File: src/rtl/stage_id_pipe_pkg.sv
// Shared decode constants and bundles for the ID stage.
// Opcodes, functs, ALU op/select encodings and the decode bundle.
package stage_id_pipe_pkg;

  localparam logic [5:0] OP_SPECIAL = 6'b000000;
  localparam logic [5:0] OP_ANDI    = 6'b001100;
  localparam logic [5:0] OP_ORI     = 6'b001101;
  localparam logic [5:0] OP_XORI    = 6'b001110;
  localparam logic [5:0] OP_LUI     = 6'b001111;

  localparam logic [5:0] F_AND = 6'b100100;
  localparam logic [5:0] F_OR  = 6'b100101;
  localparam logic [5:0] F_XOR = 6'b100110;
  localparam logic [5:0] F_NOR = 6'b100111;
  localparam logic [5:0] F_SLL = 6'b000000;
  localparam logic [5:0] F_SRL = 6'b000010;
  localparam logic [5:0] F_SRA = 6'b000011;

  localparam logic [7:0] ALUOP_NOP = 8'b00000000;
  localparam logic [7:0] ALUOP_AND = 8'b00100100;
  localparam logic [7:0] ALUOP_OR  = 8'b00100101;
  localparam logic [7:0] ALUOP_XOR = 8'b00100110;
  localparam logic [7:0] ALUOP_NOR = 8'b00100111;
  localparam logic [7:0] ALUOP_SLL = 8'b01111100;
  localparam logic [7:0] ALUOP_SRL = 8'b00000010;
  localparam logic [7:0] ALUOP_SRA = 8'b00000011;

  localparam logic [2:0] SEL_NOP   = 3'b000;
  localparam logic [2:0] SEL_LOGIC = 3'b001;
  localparam logic [2:0] SEL_SHIFT = 3'b010;

  typedef struct packed {
    logic       re1;
    logic       re2;
    logic [7:0] aluop;
    logic [2:0] alusel;
    logic       we;
    logic [4:0] waddr;
    logic       illegal;
  } dec_t;

endpackage

File: src/rtl/stage_id_pipe_id_decode.sv
// Pure combinational instruction decoder for the ID stage.
// Produces control bundle plus the two immediate operand candidates.
module id_decode
  import stage_id_pipe_pkg::*;
#(
  parameter int XLEN = 32
) (
  input  logic [31:0]     inst,
  output dec_t            dec,
  output logic [XLEN-1:0] imm1,
  output logic [XLEN-1:0] imm2
);

  logic [5:0] op;
  logic [5:0] fn;
  logic [4:0] rt;
  logic [4:0] rd;
  logic       is_logic_r;
  logic       is_shift;
  logic       is_logic_i;

  assign op = inst[31:26];
  assign fn = inst[5:0];
  assign rt = inst[20:16];
  assign rd = inst[15:11];

  assign is_logic_r = (op == OP_SPECIAL) && (fn[5:2] == 4'b1001);
  assign is_shift   = (op == OP_SPECIAL) &&
                      ((fn == F_SLL) || (fn == F_SRL) || (fn == F_SRA));
  assign is_logic_i = (op[5:2] == 4'b0011);

  always_comb begin
    dec  = '0;
    imm1 = '0;
    imm2 = '0;
    unique case (1'b1)
      is_logic_r: begin
        dec.re1    = 1'b1;
        dec.re2    = 1'b1;
        dec.aluop  = {2'b00, fn};
        dec.alusel = SEL_LOGIC;
        dec.we     = 1'b1;
        dec.waddr  = rd;
      end
      is_shift: begin
        dec.re2    = 1'b1;
        dec.alusel = SEL_SHIFT;
        dec.waddr  = rd;
        imm1       = XLEN'(inst[10:6]);
        // sll $0 is the canonical nop
        dec.we     = !((fn == F_SLL) && (rd == 5'd0));
        unique case (1'b1)
          fn == F_SLL: dec.aluop = ALUOP_SLL;
          fn == F_SRL: dec.aluop = ALUOP_SRL;
          default:     dec.aluop = ALUOP_SRA;
        endcase
      end
      is_logic_i: begin
        dec.alusel = SEL_LOGIC;
        dec.we     = 1'b1;
        dec.waddr  = rt;
        dec.re1    = (op != OP_LUI);
        imm2       = (op == OP_LUI) ? XLEN'({inst[15:0], 16'h0000})
                                    : XLEN'(inst[15:0]);
        unique case (1'b1)
          op == OP_ANDI: dec.aluop = ALUOP_AND;
          op == OP_XORI: dec.aluop = ALUOP_XOR;
          default:       dec.aluop = ALUOP_OR;
        endcase
      end
      default: dec.illegal = 1'b1;
    endcase
  end

endmodule

File: src/rtl/stage_id_pipe.sv
// Decode stage with forwarding, load-use stall and ID/EX register.
// Valid/ready handshake on both the IF/ID and EX sides.
module stage_id_pipe
  import stage_id_pipe_pkg::*;
#(
  parameter int XLEN = 32,
  parameter int NFWD = 2,
  parameter int RAW  = 5
) (
  input  logic                 clk,
  input  logic                 rst_n,
  input  logic                 flush,
  input  logic                 in_valid,
  output logic                 in_ready,
  input  logic [XLEN-1:0]      pc,
  input  logic [31:0]          inst,
  output logic                 re1,
  output logic                 re2,
  output logic [RAW-1:0]       raddr1,
  output logic [RAW-1:0]       raddr2,
  input  logic [XLEN-1:0]      rdata1,
  input  logic [XLEN-1:0]      rdata2,
  input  logic [NFWD-1:0]      fwd_we,
  input  logic [NFWD-1:0]      fwd_pend,
  input  logic [NFWD*RAW-1:0]  fwd_waddr,
  input  logic [NFWD*XLEN-1:0] fwd_wdata,
  output logic                 out_valid,
  input  logic                 out_ready,
  output logic [XLEN-1:0]      out_pc,
  output logic [7:0]           aluop,
  output logic [2:0]           alusel,
  output logic [XLEN-1:0]      opv1,
  output logic [XLEN-1:0]      opv2,
  output logic                 we,
  output logic [RAW-1:0]       waddr,
  output logic                 illegal
);

  dec_t            dec;
  logic [XLEN-1:0] imm1;
  logic [XLEN-1:0] imm2;

  id_decode #(.XLEN(XLEN)) u_dec (
    .inst (inst),
    .dec  (dec),
    .imm1 (imm1),
    .imm2 (imm2)
  );

  assign re1    = dec.re1;
  assign re2    = dec.re2;
  assign raddr1 = RAW'(inst[25:21]);
  assign raddr2 = RAW'(inst[20:16]);

  logic [NFWD-1:0] hit1;
  logic [NFWD-1:0] hit2;
  logic [XLEN-1:0] wdata [NFWD];

  for (genvar i = 0; i < NFWD; i++) begin : g_fwd
    assign wdata[i] = fwd_wdata[i*XLEN +: XLEN];
    assign hit1[i]  = fwd_we[i] && (fwd_waddr[i*RAW +: RAW] == raddr1);
    assign hit2[i]  = fwd_we[i] && (fwd_waddr[i*RAW +: RAW] == raddr2);
  end

  logic [XLEN-1:0] op1;
  logic [XLEN-1:0] op2;
  logic            pend1;
  logic            pend2;

  // Walk oldest to youngest so the lowest index wins
  always_comb begin
    op1   = rdata1;
    op2   = rdata2;
    pend1 = 1'b0;
    pend2 = 1'b0;
    for (int i = NFWD - 1; i >= 0; i--) begin
      if (hit1[i]) begin
        op1   = wdata[i];
        pend1 = fwd_pend[i];
      end
      if (hit2[i]) begin
        op2   = wdata[i];
        pend2 = fwd_pend[i];
      end
    end
    if (raddr1 == '0) begin
      op1   = '0;
      pend1 = 1'b0;
    end
    if (raddr2 == '0) begin
      op2   = '0;
      pend2 = 1'b0;
    end
    if (!dec.re1) begin
      op1   = imm1;
      pend1 = 1'b0;
    end
    if (!dec.re2) begin
      op2   = imm2;
      pend2 = 1'b0;
    end
  end

  logic stall;
  logic adv;
  logic load;

  logic            out_valid_q, out_valid_d;
  logic [XLEN-1:0] out_pc_q,    out_pc_d;
  logic [7:0]      aluop_q,     aluop_d;
  logic [2:0]      alusel_q,    alusel_d;
  logic [XLEN-1:0] opv1_q,      opv1_d;
  logic [XLEN-1:0] opv2_q,      opv2_d;
  logic            we_q,        we_d;
  logic [RAW-1:0]  waddr_q,     waddr_d;
  logic            illegal_q,   illegal_d;

  assign stall    = in_valid && (pend1 || pend2);
  assign adv      = !out_valid_q || out_ready;
  assign in_ready = adv && !stall && !flush;
  assign load     = in_valid && !stall;

  always_comb begin
    out_valid_d = out_valid_q;
    out_pc_d    = out_pc_q;
    aluop_d     = aluop_q;
    alusel_d    = alusel_q;
    opv1_d      = opv1_q;
    opv2_d      = opv2_q;
    we_d        = we_q;
    waddr_d     = waddr_q;
    illegal_d   = illegal_q;
    if (flush) begin
      out_valid_d = 1'b0;
      out_pc_d    = '0;
      aluop_d     = '0;
      alusel_d    = '0;
      opv1_d      = '0;
      opv2_d      = '0;
      we_d        = 1'b0;
      waddr_d     = '0;
      illegal_d   = 1'b0;
    end else if (adv) begin
      out_valid_d = load;
      out_pc_d    = load ? pc          : '0;
      aluop_d     = load ? dec.aluop   : '0;
      alusel_d    = load ? dec.alusel  : '0;
      opv1_d      = load ? op1         : '0;
      opv2_d      = load ? op2         : '0;
      we_d        = load && dec.we;
      waddr_d     = load ? RAW'(dec.waddr) : '0;
      illegal_d   = load && dec.illegal;
    end
  end

  always_ff @(posedge clk) begin
    if (!rst_n) begin
      out_valid_q <= 1'b0;
      out_pc_q    <= '0;
      aluop_q     <= '0;
      alusel_q    <= '0;
      opv1_q      <= '0;
      opv2_q      <= '0;
      we_q        <= 1'b0;
      waddr_q     <= '0;
      illegal_q   <= 1'b0;
    end else begin
      out_valid_q <= out_valid_d;
      out_pc_q    <= out_pc_d;
      aluop_q     <= aluop_d;
      alusel_q    <= alusel_d;
      opv1_q      <= opv1_d;
      opv2_q      <= opv2_d;
      we_q        <= we_d;
      waddr_q     <= waddr_d;
      illegal_q   <= illegal_d;
    end
  end

  assign out_valid = out_valid_q;
  assign out_pc    = out_pc_q;
  assign aluop     = aluop_q;
  assign alusel    = alusel_q;
  assign opv1      = opv1_q;
  assign opv2      = opv2_q;
  assign we        = we_q;
  assign waddr     = waddr_q;
  assign illegal   = illegal_q;

endmodule

File: config.mk
export PLATFORM = sky130hd
export DESIGN_NAME = stage_id_pipe
export DESIGN_NICKNAME = d
export VERILOG_FILES = /design/src/rtl/stage_id_pipe_pkg.sv /design/src/rtl/stage_id_pipe_id_decode.sv /design/src/rtl/stage_id_pipe.sv
export SDC_FILE = /design/constraint.sdc
export NUM_CORES = 1
export LEC_CHECK = 0
export ABC_AREA = 0
export BUFFER_PORTS_ARGS = -buffer_cell sky130_fd_sc_hd__buf_2
export CAP_MARGIN = 10
export CELL_PAD_IN_SITES_DETAIL_PLACEMENT = 1
export CELL_PAD_IN_SITES_GLOBAL_PLACEMENT = 2
export CORE_MARGIN = 8
export CORE_UTILIZATION = 23
export DETAILED_ROUTE_END_ITERATION = 12
export GPL_ROUTABILITY_DRIVEN = 0
export GPL_TIMING_DRIVEN = 0
export HOLD_SLACK_MARGIN = 0.03
export PLACE_DENSITY = 0.76
export SLEW_MARGIN = 20
export SYNTH_ARGS = -nofsm -noshare
export SYNTH_HDL_FRONTEND = slang
export SYNTH_HIERARCHICAL = 1
export SYNTH_SLANG_ARGS = --single-unit
File: constraint.sdc
create_clock -name clk -period 2.86 [get_ports clk]
set_input_delay 0.572 -clock clk [delete_from_list [all_inputs] [get_ports clk]]
set_output_delay 0.572 -clock clk [all_outputs]
set_load 0.01 [all_outputs]
## Yosys cells after proc, flatten, opt, wreduce, memory -nomap -nowiden

Index checks and enable logic that the tools add are counted.

- Output and inout port bits: 128
- Logic and storage cells: 82
- Bits of input ports: 211
- Register bits after elaboration: 115

- Equality and inequality tests: 12
- Reductions and logical operators: 29
- Bitwise gates (word level): 1
- Multiplexer cells: 31

Operators by type and width:

| operator | number |
|---|---|
| $mux 32 | 13 |
| $pmux 16 s3 | 1 |
| $eq 5x5->1 | 4 |
| $eq 6x4->1 const B | 3 |
| $logic_not 5->1 | 3 |
| $pmux 7 s2 | 1 |
| $logic_and 1x1->1 | 13 |
| $eq 6x2->1 const B | 2 |
| $logic_not 6->1 | 2 |
| $mux 1 | 10 |
| $mux 5 | 2 |
| $mux 8 | 1 |
| $ne 6x4->1 const B | 1 |
| $eq 4x2->1 const B | 1 |
| $eq 4x4->1 const B | 1 |
| $logic_not 1->1 | 4 |
| $logic_or 1x1->1 | 4 |
| $pmux 2 s2 | 1 |
| $reduce_or 2->1 | 2 |
| $mux 3 | 1 |
| $reduce_or 3->1 | 1 |
| $pmux 1 s2 | 1 |
| $not 1->1 | 1 |

## Depth between registers and ports, before layout

- Word-level depth: 12
- Mapped depth: 12
- Gate-level depth less buffers: 8

## By module

Netlist, hierarchy kept.

Modules (own cells, without submodules):

| module | area an instance (sq um) | sequential area each (sq um) | cells each | instances |
|---|---|---|---|---|
| stage_id_pipe | 6279.8 | 2302.2 | 707 | 1 |
| id_decode | 792.0 | 0.0 | 123 | 1 |

## Worst setup path after synthesis

No wires, ideal clock.

- Path type: input -> register
- From: input port inst[27]
- To: register opv1_q[0], in the netlist opv1[0]
- Data arrival time: 2.721 ns
- Path buffers: 3
- Required time: 2.743 ns
- Library setup time: 0.117 ns
- Stages: 10
- Slack: 0.022 ns
- Cell sequence: or4_1 -> nor3_1 -> or2_2 -> o21ai_4 -> o21bai_2 -> o2111a_1 -> buf_4 -> buf_6 -> buf_6 -> a32o_1

- Elaborated cells on any way between the ends: 16
- Classes of those cells: eq/ne (1); mux (7); reduce/logical (8)

RTL lines:

| item | line | RTL |
|---|---|---|
| start, declared | stage_id_pipe.sv:16 | `input logic [31:0] inst,` |
| $logic_not 6->1 | stage_id_pipe_id_decode.sv:27 | `assign is_logic_r = (op == OP_SPECIAL) && (fn[5:2] == 4'b1001);` |
| $logic_and 1x1->1 | stage_id_pipe_id_decode.sv:27 |  |
| $pmux 1 s2 (*) | stage_id_pipe_id_decode.sv:36 | `unique case (1'b1)` |
| named net re1 | stage_id_pipe.sv:17 | `output logic re1,` |
| $mux 1 | stage_id_pipe.sv:94 | `if (!dec.re1) begin` |
| $logic_or 1x1->1 | stage_id_pipe.sv:118 | `assign stall = in_valid && (pend1 \|\| pend2);` |
| $logic_and 1x1->1 | stage_id_pipe.sv:118 |  |
| $logic_not 1->1 | stage_id_pipe.sv:121 | `assign load = in_valid && !stall;` |
| $logic_and 1x1->1 | stage_id_pipe.sv:121 |  |
| $mux 32 (*) | stage_id_pipe.sv:148 | `opv1_d = load ? op1 : '0;` |
| end signal, assigned | stage_id_pipe.sv:172 | `opv1_q <= opv1_d;` |
| end, declared | stage_id_pipe.sv:112 | `logic [XLEN-1:0] opv1_q, opv1_d;` |

Mark *: on every way through the listed nets, which the timed path passes. The rest lies on a longest branch.
A chain may end at the register's enable or synchronous reset.

## Worst setup path after layout

- From: input port inst[29]
- To: output port in_ready

- Cells in the longest elaborated chain, start to end: 10
- Elaborated cells on any way between the ends: 15
- Classes of those cells: eq/ne (2); mux (4); reduce/logical (9)

Ends and longest elaborated chain:

| item | line | RTL |
|---|---|---|
| $logic_not 6->1 | stage_id_pipe_id_decode.sv:27, stage_id_pipe_id_decode.sv:28 |  |
| $logic_and 1x1->1 (on tied branches) | stage_id_pipe_id_decode.sv:28, stage_id_pipe_id_decode.sv:27 |  |
| $reduce_or 2->1 (no line) | n/a |  |
| $mux 1 | stage_id_pipe_id_decode.sv:36 |  |
| $mux 1 | stage_id_pipe.sv:98 | `if (!dec.re2) begin` |
| $logic_or 1x1->1 (*) | stage_id_pipe.sv:118 |  |
| $logic_and 1x1->1 (*) | stage_id_pipe.sv:118 |  |
| $logic_not 1->1 (*) | stage_id_pipe.sv:120 | `assign in_ready = adv && !stall && !flush;` |
| $logic_and 1x1->1 (*) (2 in series) | stage_id_pipe.sv:120 |  |
| end, declared | stage_id_pipe.sv:14 | `output logic in_ready,` |

Every way passes the cells marked *; elsewhere a longest branch is shown, timed or not.

==> implementation parameters <==
Parameter                              Value

Final layout
  Share of post-route cells with drive strength above 1    0.3759
  Total number of nets in the final design    1,435
  Most common cell after layout, fill and taps aside    buf_2
  Fill cells    3,730
  Commonest non-fill, non-tap cells in the layout    buf_2 (348), dfxtp_1 (115), nand2b_1 (98), nor2_1 (69), nand3_1 (69)
  Growth of design area from synthesis to finish    44.23%

Floorplanning
  Row count    64
  Vertical die dimension    191.3 um
  Starting Density    0.2324
  Die area    36,610 um^2
  Die Width    191.3 um
  Core Box Area    30,430 um^2
  Top-level port count    339

STA
  Final setup violation count    0
  Period Utilization, post-route    0.9926
  Final slew viol count    0
  Post-layout minimum cycle time    2839 ps
  Max_slew headroom    0.3128
  Sum of negative setup slack    0 ps
  Hold violation total from the final report    0
  Largest clock skew in the final design    14.96 ps
  Maximum achievable frequency    0.3523 GHz
  Transition at the pin with the smallest max-transition slack    1027 ps
  Final setup slack of the worst path    21.21 ps

Global routing
  Met1 GRT Util    0.2307
  Total gr overflow    0
  Met3 track demand over resource in global routing    0.06676
  Pin count of the biggest net entering global routing    17
  Antenna violations before repair    13
  Global-route wire length before repair    52,870 um
  Gr busiest metal    met2
  Vias in the first global route    8,441
  Met2 capacity usage during global routing    0.3277
  Overall fraction of global-route tracks in use    0.1929

Route
  Length of the first detailed-routing pass in iterations    4
  Number of nets with antenna violations after detailed routing    0
  Via count    7,851
  DR WL/cell    22.32 um
  Iteration-0 DRC count of the detailed router    335
  Total Wirelength    36,530 um
  DRC    0
  Vias per cell    4.796

Place
  Half-perimeter wire length of the detailed placement result    29,340 um
  Place WS    -1086 ps
  Buffers on Ports    338

Worst setup path
  R2R cell count    5
  Worst-case register-to-register setup slack    390 ps
  R2r endpoint    opv1[19]
  Critical Path End Type    primary output
  Worst Path Class, Setup    primary input to primary output
  Arrival time of the worst setup path    2270 ps
  Critical path startpoint    inst[29]
  Data required time at the worst endpoint    2290 ps
  Startpoint type of the worst setup path    primary input
  Launch point of the worst reg-to-reg path    out_valid
  Maximum fanout along the worst path    4

Worst hold path
  Hold crit path type    primary input to flop
  Min-Delay Endpoint    out_pc[10]
  Launch point of the worst hold path    pc[10]
  Instance count along the most critical hold path    2

Yosys
  Flip-flop and latch count after synthesis    115
  Mapped Avg Cell Area    8.520 um^2
  Distinct cell type count after synthesis    45
  Number of standard cells after synthesis    830
  Number of warning messages in the yosys log    6
  Register area share after synthesis    0.3255
  Post-Synthesis Cell Area    7072 um^2

Pwr
  Peak supply drop    337.6 uV
  Power Density    457.4 nW/um^2
  Leakage dissipation    4.624 nW

Clocking
  CTS tree    yes
  Clock-pin slew on the worst setup and hold paths    70 ps
  Cts bufs inserted    17
  Clock latency of the later-clocked register in the worst-skew pair    410 ps
  Root cell of the clock tree    clkbuf_16
  Depth of the CTS H-tree    4
  Number of clock sinks    115
  Clock tree buffer depth    2

Run status
  Run status    finished clean

Job
  Max-cap viol count    0
-- kinds of logic (layout without fill, tap and decap cells) --
group	after synthesis	in the layout	share of synthesized area
buffers and inverters	109	488	0.08882
and+or+nand+nor	317	317	0.2435
xor gates and xnor gates	20	20	0.02477
muxes	64	64	0.09059
other	1	33	0.0005303
DFF	115	115	0.3255
AOI/OAI and AO/OA	204	204	0.2263
-- per-stage QoR --
stage          instance area, um^2  std cells  power, mW  hold slack [ps]  utilization
6_report                     10200       1637      4.665            366.8       0.3352
5_1_grt                      10190       1634      4.869            362.4       0.3350
4_1_cts                      10080       1628      4.720            349.1       0.3313
3_5_place_dp                  9364       1592      2.340            448.2       0.3077
3_3_place_gp                  9364       1592      2.331            444.0       0.3077
2_1_floorplan                 7177        858      2.002            510.5            -
-- state kept, by name, indices dropped and copies added, names as in the netlist --
signal	count
alusel	3
opv1	32
aluop	8
opv2	32
out_pc	32
illegal	1
out_valid	1
waddr	5
we	1
-- worst max path at each step --
stage | to | cells past startpoint
finish | in_ready | 9
floorplan | opv1[0] | 10
global placement | opv1[21] | 13
detailed placement | opv2[26] | 13
global route | in_ready | 9
CTS | in_ready | 9
-- power breakdown --
part | leakage [nW] | total (mW) | switching [mW] | internal, mW
Combinational | 3.39 | 0.680 | 0.370 | 0.309
Clock | 0.301 | 2.34 | 0.856 | 1.49
Sequential | 0.931 | 1.64 | 0.0141 | 1.63
-- synth_stat cells --
cell type / number / area, um^2
dfxtp_1: 115 / 2302
nand2_1: 14 / 52.55
o31ai_1: 6 / 45.04
nor4_4: 1 / 21.27
nand2b_1: 98 / 613.1
o21ai_4: 1 / 16.27
a32o_1: 64 / 640.6
or4_1: 2 / 15.01
xnor2_1: 10 / 87.58
and4bb_2: 1 / 12.51
xor2_1: 10 / 87.58
buf_4: 40 / 300.3
o2111a_1: 1 / 11.26
a221oi_1: 1 / 8.760
buf_6: 7 / 78.83
nand3b_1: 1 / 7.510
nand4bb_1: 1 / 11.26
conb_1: 1 / 3.750
or4_4: 2 / 22.52
o21bai_2: 1 / 11.26
o31a_1: 1 / 8.760
a21oi_1: 3 / 15.01
o21ai_2: 1 / 8.760
or2_2: 2 / 12.51
nand4_1: 1 / 6.260
and2_1: 38 / 237.7
clkbuf_1: 41 / 153.9
nor2_1: 72 / 270.3
nor3_2: 1 / 10.01
buf_2: 13 / 65.06
nor3_1: 3 / 15.01
mux2i_1: 64 / 640.6
a22o_1: 50 / 437.9
and3_2: 1 / 7.510
o221ai_2: 1 / 15.01
nor4_1: 4 / 25.02
a211o_1: 1 / 8.760
and3_1: 4 / 25.02
nor2b_1: 1 / 6.260
o21ai_0: 68 / 340.3
o211ai_1: 1 / 7.510
nand3_1: 70 / 350.3
o21ai_1: 2 / 10.01
o21a_1: 2 / 15.01
inv_1: 8 / 30.03
-- layout make-up --
type	instances	area, um^2	share of cell area
Antenna cell	4	10.01	0.0009814
Buffer	101	598.1	0.05864
Clock buffer	20	446.7	0.04379
Clock inverter	12	180.2	0.01766
Inverter	8	30.03	0.002944
Multi-Input combinational cell	634	4363	0.4277
Sequential cell	115	2302	0.2257
Tap cell	396	495.5	0.04858
Timing Repair Buffer	347	1774	0.1739
-- repair_timing --
| action | CTS | global route |
|---|---|---|
| hold buffers | 0 | 0 |
| setup buffers | 4 | 5 |
| pin swaps | 5 | 7 |
| resized for setup | 15 | 19 |
| setup endpoints to repair | 115 | 1 |
-- critical path, stage by stage --
cell,delay (ps)
buf_2,130
or4_4,570
nor3_4,200
or2_4,180
o21ai_4,60
o21bai_4,180
o21ai_1,130
a221oi_1,90
buf_2,150
-- routing by layer --
metal	vias up	wire, um
met4	20	602
li1	3746	-
met1	3749	15100
met3	47	3388
met2	289	17310
met5	-	129
(Power assumes the default switching activity.)
